[config.mk]
export PLATFORM = sky130hd
export DESIGN_NAME = wb_arbiter
export DESIGN_NICKNAME = d
export VERILOG_FILES = /design/src/rtl/wb_arbiter.sv
export SDC_FILE = /design/constraint.sdc
export NUM_CORES = 1
export LEC_CHECK = 0
export CAP_MARGIN = 10
export CORE_MARGIN = 3
export CORE_UTILIZATION = 38
export DETAILED_ROUTE_END_ITERATION = 7
export GPL_TIMING_DRIVEN = 0
export PLACE_DENSITY = 0.81
export SYNTH_ARGS = -nofsm -noshare
export SYNTH_HDL_FRONTEND = slang
export SYNTH_SLANG_ARGS = --single-unit
[constraint.sdc]
create_clock -name clk -period 1.9 [get_ports clk]
set_input_delay 0.38 -clock clk [delete_from_list [all_inputs] [get_ports clk]]
set_output_delay 0.38 -clock clk [all_outputs]
set_load 0.005 [all_outputs]
[src/rtl/wb_arbiter.sv]
// wb_arbiter: writeback port arbiter (ALU > LSU/DIV with anti-starvation) plus pending-write scoreboard.
module wb_arbiter #(
  parameter int REG_NUM    = 32,
  parameter int ADDR_W     = 5,
  parameter int DATA_W     = 32,
  parameter int STARVE_MAX = 4
) (
  input  logic               clk,
  input  logic               rst_n,
  input  logic               alu_we_i,
  input  logic [ADDR_W-1:0]  alu_waddr_i,
  input  logic [DATA_W-1:0]  alu_wdata_i,
  input  logic               lsu_valid_i,
  input  logic [ADDR_W-1:0]  lsu_waddr_i,
  input  logic [DATA_W-1:0]  lsu_wdata_i,
  output logic               lsu_ready_o,
  input  logic               div_valid_i,
  input  logic [ADDR_W-1:0]  div_waddr_i,
  input  logic [DATA_W-1:0]  div_wdata_i,
  output logic               div_ready_o,
  input  logic               issue_en_i,
  input  logic [ADDR_W-1:0]  issue_addr_i,
  output logic               w_en_o,
  output logic [ADDR_W-1:0]  w_addr_o,
  output logic [DATA_W-1:0]  w_data_o,
  output logic [REG_NUM-1:0] busy_o
);
  localparam int SW = STARVE_MAX > 0 ? $clog2(STARVE_MAX + 1) : 1;
  logic [SW-1:0]      starve_q, starve_d;
  logic               w_en_q, w_en_d;
  logic [ADDR_W-1:0]  w_addr_q, w_addr_d, g_addr;
  logic [DATA_W-1:0]  w_data_q, w_data_d, g_data;
  logic [REG_NUM-1:0] busy_q, busy_d;
  logic               div_pri, gnt;
  always_comb begin
    div_pri     = starve_q == SW'(STARVE_MAX);
    lsu_ready_o = rst_n & lsu_valid_i & ~alu_we_i & ~(div_pri & div_valid_i);
    div_ready_o = rst_n & div_valid_i & ~alu_we_i & ~(~div_pri & lsu_valid_i);
    gnt         = alu_we_i | lsu_ready_o | div_ready_o;
    g_addr      = alu_we_i ? alu_waddr_i : lsu_ready_o ? lsu_waddr_i : div_waddr_i;
    g_data      = alu_we_i ? alu_wdata_i : lsu_ready_o ? lsu_wdata_i : div_wdata_i;
    w_en_d      = gnt & (g_addr != '0);
    w_addr_d    = gnt ? g_addr : w_addr_q;
    w_data_d    = gnt ? g_data : w_data_q;
    starve_d    = (div_valid_i & ~div_ready_o) ? (div_pri ? starve_q : starve_q + 1'b1) : '0;
    busy_d      = busy_q;
    if (lsu_ready_o) busy_d[lsu_waddr_i] = 1'b0;
    if (div_ready_o) busy_d[div_waddr_i] = 1'b0;
    if (issue_en_i) busy_d[issue_addr_i] = 1'b1;
    busy_d[0]   = 1'b0;
  end
  always_ff @(posedge clk or negedge rst_n) begin
    if (!rst_n) begin
      starve_q <= '0;
      w_en_q   <= 1'b0;
      w_addr_q <= '0;
      w_data_q <= '0;
      busy_q   <= '0;
    end else begin
      starve_q <= starve_d;
      w_en_q   <= w_en_d;
      w_addr_q <= w_addr_d;
      w_data_q <= w_data_d;
      busy_q   <= busy_d;
    end
  end
  assign w_en_o   = w_en_q;
  assign w_addr_o = w_addr_q;
  assign w_data_o = w_data_q;
  assign busy_o   = busy_q;
endmodule

## Word-level counts from Yosys, hierarchy flattened

Cells that the tools add are included.
W data, S select, Z words.

| storage, ports and cells | value |
|---|---|
| input bits | 122 |
| logic and storage cells | 55 |
| bits in registers | 72 |

| operators by class | value |
|---|---|
| eq/ne operators | 2 |
| add/sub/neg operators | 1 |
| order comparisons | 6 |
| reductions and logical operators | 4 |
| multiplexer cells | 15 |
| bitwise gates (word level) | 22 |

Operators with widths:

| operator | number |
|---|---|
| $mux W32 | 5 |
| $and A32 B32 Y32 | 2 |
| $not A32 Y32 | 2 |
| $or A32 B32 Y32 | 1 |
| $lt A5 B6 Y1 const B | 3 |
| $demux W1 S5 | 3 |
| $ge A5 B1 Y1 const B | 3 |
| $and A1 B1 Y1 | 10 |
| $mux W5 | 2 |
| $mux W3 | 2 |
| $not A1 Y1 | 5 |
| $reduce_bool A5 Y1 | 1 |
| $add A3 B1 Y3 const B | 1 |
| $eq A3 B3 Y1 const B | 1 |
| $logic_and A1 B1 Y1 | 3 |
| $mux W1 | 3 |
| $ne A2 B2 Y1 const B | 1 |
| $or A1 B1 Y1 | 2 |

## Logic depth before layout (Yosys ltp)

Gate-level depths: netlist of run 1.

| depth | value |
|---|---|
| depth after elaboration | 11 |
| depth in mapped cells | 9 |
| depth with buffers taken out | 7 |

## Worst setup path before layout of run 1

No wires, ideal clock.

| timing path | value |
|---|---|
| path type | flip-flop to flip-flop |
| start | register starve_q[0] |
| end | register w_data_q[18] (netlist: w_data_o[18]) |
| required time | 1.775 ns |
| setup slack | -0.114 ns |
| arrival | 1.889 ns |
| cell stages (with the launch flop) | 10 |
| cells stage by stage | dfrtp_1 > inv_1 > ha_1 > buf_6 > and3_4 > buf_6 > o221ai_2 > buf_2 > buf_6 > mux2_2 |

| between the ends | value |
|---|---|
| word-level cells in the longest chain between the ends | 6 |
| elaborated cells on any way between the ends | 12 |
| those cells by class | eq/ne (1); mux (2); bitwise (9) |

RTL lines:

| what | line | source |
|---|---|---|
| start, declared | 29 | `logic [SW-1:0] starve_q, starve_d;` |
| start signal, assigned | 60 | `starve_q <= starve_d;` |
| $eq A3 B3 Y1 (*) | 36 | `div_pri = starve_q == SW'(STARVE_MAX);` |
| $and A1 B1 Y1 or $not A1 Y1 (tied branches) | 37, 38 |  |
| $not A1 Y1 or $and A1 B1 Y1 (tied branches) | 37, 38 |  |
| $and A1 B1 Y1 or $not A1 Y1 (tied branches) | 37, 38 |  |
| $mux W32, or another cell as far along | 41 | `g_data = alu_we_i ? alu_wdata_i : lsu_ready_o ? lsu_wdata_i : div_wdata_i;` |
| $mux W32 or $or A1 B1 Y1 (tied branches) | 41, 39 |  |
| end signal, assigned | 63 | `w_data_q <= w_data_d;` |
| end, declared | 32 | `logic [DATA_W-1:0] w_data_q, w_data_d, g_data;` |

Every way passes the cells marked *; elsewhere a longest branch is shown, timed or not.
A chain may end at the register's enable or synchronous reset.

## Final worst setup path of run 1

| timing path | value |
|---|---|
| start | input port div_waddr_i[3] |
| end | register busy_q[5] (netlist: busy_o[5]) |

| between the ends | value |
|---|---|
| word-level cells in the longest chain between the ends | 9 |
| elaborated cells on any way between the ends | 10 |
| those cells by class | order compare (2); mux (4); bitwise (3); reduce/logical (1) |

RTL lines:

| what | line | source |
|---|---|---|
| start, declared | 18 | `input logic [ADDR_W-1:0] div_waddr_i,` |
| $lt A5 B6 Y1 (implied by the code) or $ge A5 B1 Y1 (tied branches) | 48 | `if (div_ready_o) busy_d[div_waddr_i] = 1'b0;` |
| $logic_and A1 B1 Y1 (implied by the code) | 48 |  |
| $mux W1 (implied by the code) | 48 |  |
| $demux W1 S5 (*) | 48 |  |
| $not A32 Y32 (no source line) (*) | - |  |
| $and A32 B32 Y32 (no source line) (*) | - |  |
| $mux W32 (*) | 48 |  |
| $or A32 B32 Y32 (no source line) | - |  |
| $mux W32 (*) | 49 | `if (issue_en_i) busy_d[issue_addr_i] = 1'b1;` |
| named net busy_d[5] | 33 | `logic [REG_NUM-1:0] busy_q, busy_d;` |
| end signal, assigned | 64 | `busy_q <= busy_d;` |
| end, declared | 33 |  |

Mark *: on every way through the listed nets, which the timed path passes. The rest lies on a longest branch.

==> run metrics, run 1 <==
unrepaired setup endpoints after global routing=true; proportion of layout cells with a drive suffix above 1=20.43%; Remaining Overflow, GRT=0; final number of max-transition violations=0; grt met2 use=43.64%; Final Hold Vio Count=0; fin util=66.25%; critical path capture point=busy_o[5]; core area=11030 µm²; cell count after synthesis=465; clock insertion delay at the later pin of the skew report=about 330 ps; CP Data Required Time=2110 ps; number of diodes added for antenna fixing=0; Critical Path Fanout Max=10; Synth cell types=55; buffer type at the clock tree root=clkbuf_16; crit path time final=1995 ps; Worst-Margin Slew=between 700 and 800 ps; number of vias per cell=6.026; fin area=7308 µm²; master of the slowest instance on the critical path=nor3b_1; power density cells=766.8 nW/µm²; result of the run=complete, but fails checks; Port Buf Inserts=188; logic depth of the worst register-to-register path=8; Crit Reg-Reg Endpoint=w_data_o[19]; clock buffer depth=2; static power due to leakage=2.850 nW; most instantiated library cell after synthesis=dfrtp_1; placed cell area=6464 µm²; Die Ht=113.0 µm; die outline area=between 10000 and 15000 µm²; sequential fraction of the synthesis area=about 41%; H-tree lvl count=3; average detailed-routed wire length per instance=between 20 and 25 µm; global-route track usage on met3=4.866%; largest net degree at the start of global routing=38; I/O pin count=194; worst path setup slack after routing=-95.11 ps; number of global-route vias before repair=4984; average footprint of a synthesized cell=9.353 µm²; placed wire-length estimate after detailed placement=~12000 µm; post-route fraction of the period consumed by the critical path=105.0%; starting density of the core=about two fifths; DR pass1 iterations=5; FILL cells=820; Antenna Nets Post-Route=0; clock-pin slew reported for the worst setup and hold paths after clock tree synthesis=50 ps; post-route clock skew=8.728 ps; synth cell count leaders=72 x dfrtp_1, 42 x nor2_1, 39 x o21ai_0; worst min path class=input port to asynchronous set/reset pin; Critical Path End Type=flip-flop; post-synthesis net count=589; Yosys top cell by area=dfrtp_1; die boundary width=approximately 110 µm; YS warnings=0; area share of the largest cell type after synthesis=41.43%; reg-to-reg slack, setup=-10 ps; global-route wire length before repair=26740 µm; drt initial violations=482; violated checks=negative setup slack; Final Power=around 5.6 mW; final sum of negative setup slack=-200.6 ps; CP Cell Sequence=clkdlybuf4s50_1 > clkbuf_1 > nor3b_1 > a22oi_1 > a22o_1; worst max-slew margin expressed relative to the limit=52.31%; reg2reg start=starve_q[1]; Placer Congestion=0.9239; asr flop ratio synth=100.0%; CP peak stage delay=610 ps; launching instance or port of the critical path=div_waddr_i[3]; DRC violations left=0; detailed-route wire length=17800 µm; setup violators final=13; Sink Count=72; TritonCTS buffer count=9; total track usage=26.16%; maximum achievable frequency=0.5012 GHz; via count=5032; TritonCTS clock tree=done; most heavily used metal layer in global routing=met2; EDFF count, synth=0; Max VDD drop=0.0005017 V; MaxCap Viol Count=0; met1 Use GR=between 30% and 40%; Area growth, synth to finish=68.04%; Main synth FF type=dfrtp_1; initial antenna violation count=0; top cells by area in the synthesized netlist=dfrtp_1 41%, mux2_2 7.8%, a31oi_1 4.6%; Data arrival, critical path=between 2000 and 2500 ps; Worst Setup Path Type=input port to flip-flop; number of placement rows=38; combined area of all synthesized cells=4349 µm²; number of register bits inferred by synthesis=72; number of nets in the layout=814; startpoint class of the critical path=input port
kinds of logic (layout without fill, tap and decap cells):
family	after synthesis	in the layout	share of synthesized area (%)
muxes	35	35	8.976
adders and majority gates	2	2	0.5753
and+or+nand+nor	172	172	22.38
DFF	72	72	41.43
other	1	1	0.08622
buffers and inverters	53	283	5.523
AOI/OAI and AO/OA	130	130	21.03
metrics by stage:
step           cells  hold slack, ps  worst slack [ps]
3_3_place_gp     793           472.0             -3692
2_1_floorplan    465           84.41             16.31
6_report         835           44.71            -95.11
5_1_grt          835           55.62            -84.10
4_1_cts          833           54.95            -64.82
3_5_place_dp     794           185.6            -713.2
registers in the layout, summed over array words and instances (netlist names):
signal	count
busy_o	31
starve_q	3
w_addr_o	5
w_data_o	32
w_en_o	1
power breakdown:
group	switching (mW)	total [mW]	leakage (nW)	internal, mW
Combinational	0.653	1.76	1.86	1.11
Sequential	0.181	2.00	0.840	1.82
Clock	0.657	1.84	0.152	1.18
Total	1.49	5.60	2.85	4.11
cell usage in the layout (no fill, tap or decap), types with 5 or more instances in the layout:
master,instances
nor3b_1,8
buf_4,24
a22oi_1,11
nand3_1,36
nand3b_1,5
dfrtp_1,72
a31oi_1,32
a22o_1,12
and3_1,5
o21ai_1,10
inv_1,6
nand2_1,29
a32o_1,13
and3b_1,7
nor2_1,41
clkbuf_1,14
nand4_1,7
buf_6,5
nor3_1,5
o221ai_2,5
clkdlybuf4s50_1,182
clkbuf_2,13
mux2_2,30
o21ai_0,32
clkbuf_16,12
layer usage:
metal	up-vias	wire, µm
met2	279	8916
li1	2201	-
met4	0	565
met3	54	1254
met1	2498	7063
met5	-	0
worst max-delay path, delay by kind of cell:
kind / cells / cell delay (ps)
AOI/OAI and AO/OA: 2 / 480
and+or+nand+nor: 1 / 610
buffers and inverters: 2 / 740
how the worst min path moves through the flow:
| stage | endpoint | startpoint | slack [ps] | cells after the start |
|---|---|---|---|---|
| after global routing | w_data_o[30] | rst_n | 60 | 2 |
| after CTS | w_data_o[29] | rst_n | 50 | 2 |
| after floorplan | busy_o[10] | rst_n | 80 | 0 |
| after global placement | w_data_o[20] | w_data_o[20] | 470 | 1 |
| after detailed placement | w_data_o[25] | rst_n | 190 | 1 |
| final | w_data_o[29] | rst_n | 40 | 2 |
final cells by class:
type                       count  area [µm²]  share of cell area [%]
inverter                       9       33.78                  0.4622
buffer                        42       250.2                   3.424
multi-input combinational    340        2525                   34.55
sequential                    72        1802                   24.65
clock buffer                  11       242.7                   3.321
clock inverter                 5       80.08                   1.096
tap                          140       175.2                   2.397
timing repair buffer         216        2200                   30.10
timing repair:
item	4_1_cts	5_1_grt
setup buffers	21	1
gates resized for setup	61	33
hold buffers	1	0
pin swaps	19	9
endpoints found under the setup margin	71	64
hold endpoints to repair	2	0
cloned	1	3
Power figures use the tool's default switching activity.
==> inputs of run 2 (changes only) <==
==> constraint.sdc (replaced) <==
create_clock -name clk -period 1.7 [get_ports clk]
set_input_delay 0.34 -clock clk [delete_from_list [all_inputs] [get_ports clk]]
set_output_delay 0.34 -clock clk [all_outputs]
set_load 0.005 [all_outputs]
==> run 2 against run 1 <==
Count of clock-buffer cells in the layout fell by 2. The flow still finishes with violations (negative setup slack). Worst setup slack worse by 160 ps. Register-to-register slack got worse by 240 ps. Critical path depth grew 3. Hold slack worse by 25 ps. Combinational power rose by 23%. Sequential cell count unchanged. Sequential share of layout area fell by 1.7 points.
==> run metrics, run 2 (synthesized netlist as in run 1, its figures left out) <==
MaxCap Viol Count=0 (unchanged); buffer type at the clock tree root=clkbuf_16 (unchanged); core area=11030 µm² (unchanged); starting density of the core=39.43% (unchanged); Placer Congestion=0.9212 (was 0.9239); die outline area=12760 µm² (unchanged); Worst-Margin Slew=1023 ps (was 713.8 ps); Sink Count=72 (unchanged); crit path time final=1952 ps; DR pass1 iterations=6 (was 5); Remaining Overflow, GRT=0 (unchanged); fin area=7835 µm² (was 7308 µm²); worst max-slew margin expressed relative to the limit=31.58% (was 52.31%); worst min path class=input port to asynchronous set/reset pin (unchanged); Antenna Nets Post-Route=0 (unchanged); total track usage=27.78% (was 26.16%); register area=1802 µm² (unchanged); initial antenna violation count=0 (unchanged); via count=5128 (was 5032); clock-pin slew reported for the worst setup and hold paths after clock tree synthesis=70 ps (was 50 ps); I/O pin count=194 (unchanged); logic depth of the worst register-to-register path=8 (unchanged); max reg flops=32 (unchanged); static power due to leakage=3.150 nW (was 2.850 nW); unrepaired setup endpoints after global routing=true (unchanged); TritonCTS buffer count=9 (unchanged); clock buffer depth=2 (unchanged); FILL cells=786 (was 820); average detailed-routed wire length per instance=21.91 µm (was 21.32 µm); worst path setup slack after routing=-252.0 ps (was -95.11 ps); Data arrival, critical path=2170 ps (was 2210 ps); number of nets in the layout=828 (was 814); setup violators final=70 (was 13); post-route clock skew=9.912 ps (was 8.728 ps); most common cell after layout, fill and taps aside=clkdlybuf4s50_1 (unchanged); clock insertion delay at the later pin of the skew report=330 ps (about the same); Critical Path Fanout Max=7 (was 10); TritonCTS clock tree=done (unchanged); maximum achievable frequency=0.5123 GHz; CP Data Required Time=1920 ps (was 2110 ps); worst hold slack=19.93 ps (was 44.71 ps); Port Buf Inserts=188 (unchanged); violated checks=negative setup slack (unchanged); detailed-route wire length=18600 µm (was 17800 µm); final number of max-transition violations=0 (unchanged); multi-input combinational cell area=2761 µm² (was 2525 µm²); number of global-route vias before repair=5436 (was 4984); result of the run=complete, but fails checks (unchanged); number of placement rows=38 (unchanged); Area growth, synth to finish=80.15% (was 68.04%); placed cell area=6511 µm² (was 6464 µm²); largest net degree at the start of global routing=27 (was 38); Critical Path End Type=flip-flop (unchanged); post-route fraction of the period consumed by the critical path=114.8%; drt initial violations=458 (was 482); power density cells=837.5 nW/µm² (was 766.8 nW/µm²); die boundary width=113.0 µm (unchanged); number of vias per cell=6.040 (was 6.026); H-tree lvl count=3 (unchanged); Die Ht=113.0 µm (unchanged); number of diodes added for antenna fixing=0 (unchanged); global-route wire length before repair=28380 µm (was 26740 µm); startpoint class of the critical path=flip-flop (was input port); DRC violations left=0 (unchanged); Worst Setup Path Type=flip-flop to flip-flop (was input port to flip-flop); Max VDD drop=0.0004641 V (was 0.0005017 V); placed wire-length estimate after detailed placement=12250 µm (was 12160 µm); commonest cells after routing, fill and taps aside=182 x clkdlybuf4s50_1, 72 x dfrtp_1, 40 x nor2_1 (was 182 x clkdlybuf4s50_1, 72 x dfrtp_1, 41 x nor2_1); Final Hold Vio Count=0 (unchanged); proportion of layout cells with a drive suffix above 1=26.80% (was 20.43%)
==> run 2: changes by cell type in the layout (fill, tap and decap cells not counted), moves of 7 or more <==
cell	before	now
mux2_2	30	2
mux2_4	2	30
o21ai_0	32	7
o21ai_2	0	16
buf_6	5	18
o21ai_1	10	18
a22oi_1	11	4
a22oi_2	1	8
==> run 2: critical path, cell delays in order, from the launching register on <==
cell and delay, ps:
dfrtp_1 420, inv_2 100, ha_4 190, and3_4 290, o221ai_4 150, buf_8 160, buf_12 120, buf_12 120
mux2_4 290
==> run 2: layer usage <==
layer,up-vias,part of all wire (%),wire length [µm],GRT usage (%)
met1,2516,40,7459,34.93
met2,315,49,9182,46.33
li1,2238,-,-,-
met3,59,7.0,1309,5.722
met4,0,3.5,651,12.02
met5,-,0,0,0
==> run 2: per-stage QoR <==
stage,worst slack [ps],utilization (%),std cells,setup TNS [ps],power [mW]
final,-252.0,71.03,849,-11770,6.562
after global routing,-294.4,71.03,849,-14790,6.814
after CTS,-280.6,69.85,845,-11430,6.522
after detailed placement,-1014,59.03,794,-62600,4.090
after global placement,-4101,58.80,793,-457850,4.031
after floorplan,-187.0,-,465,-6651,2.902
==> run 2: final timing paths <==
path	slack, ps	from	end
max	-250	starve_q[0]	w_data_o[26]
min	20	rst_n	busy_o[15]
max reg2reg	-250	starve_q[0]	w_data_o[26]
min reg2reg	510	busy_o[19]	busy_o[19]
max in group asynchronous	210	rst_n	w_data_o[25]
min in group clk	510	busy_o[19]	busy_o[19]
==> run 2: repair_timing <==
item,4_1_cts,5_1_grt
buffers inserted,28,7
hold endpoints to repair,26,0
gates cloned,5,0
endpoints found under the setup margin,73,71
hold buffers,3,0
gates resized for setup,148,50
pin swaps,45,33
==> run 2: final cells by class <==
class	instances	area share, %
Inverter	9	0.4631
Sequential cell	72	23.00
Clock inverter	7	1.389
Tap cell	140	2.236
Clock buffer	9	2.874
Buffer	42	4.216
Timing Repair Buffer	230	30.58
Multi-Input combinational cell	340	35.24
==> run 2: report_power, final <==
part	switching (mW)	total [mW]	internal, mW
sequential	0.221	2.26	2.03
combinational	0.791	2.16	1.37
clock	0.827	2.15	1.32
total	1.84	6.56	4.72
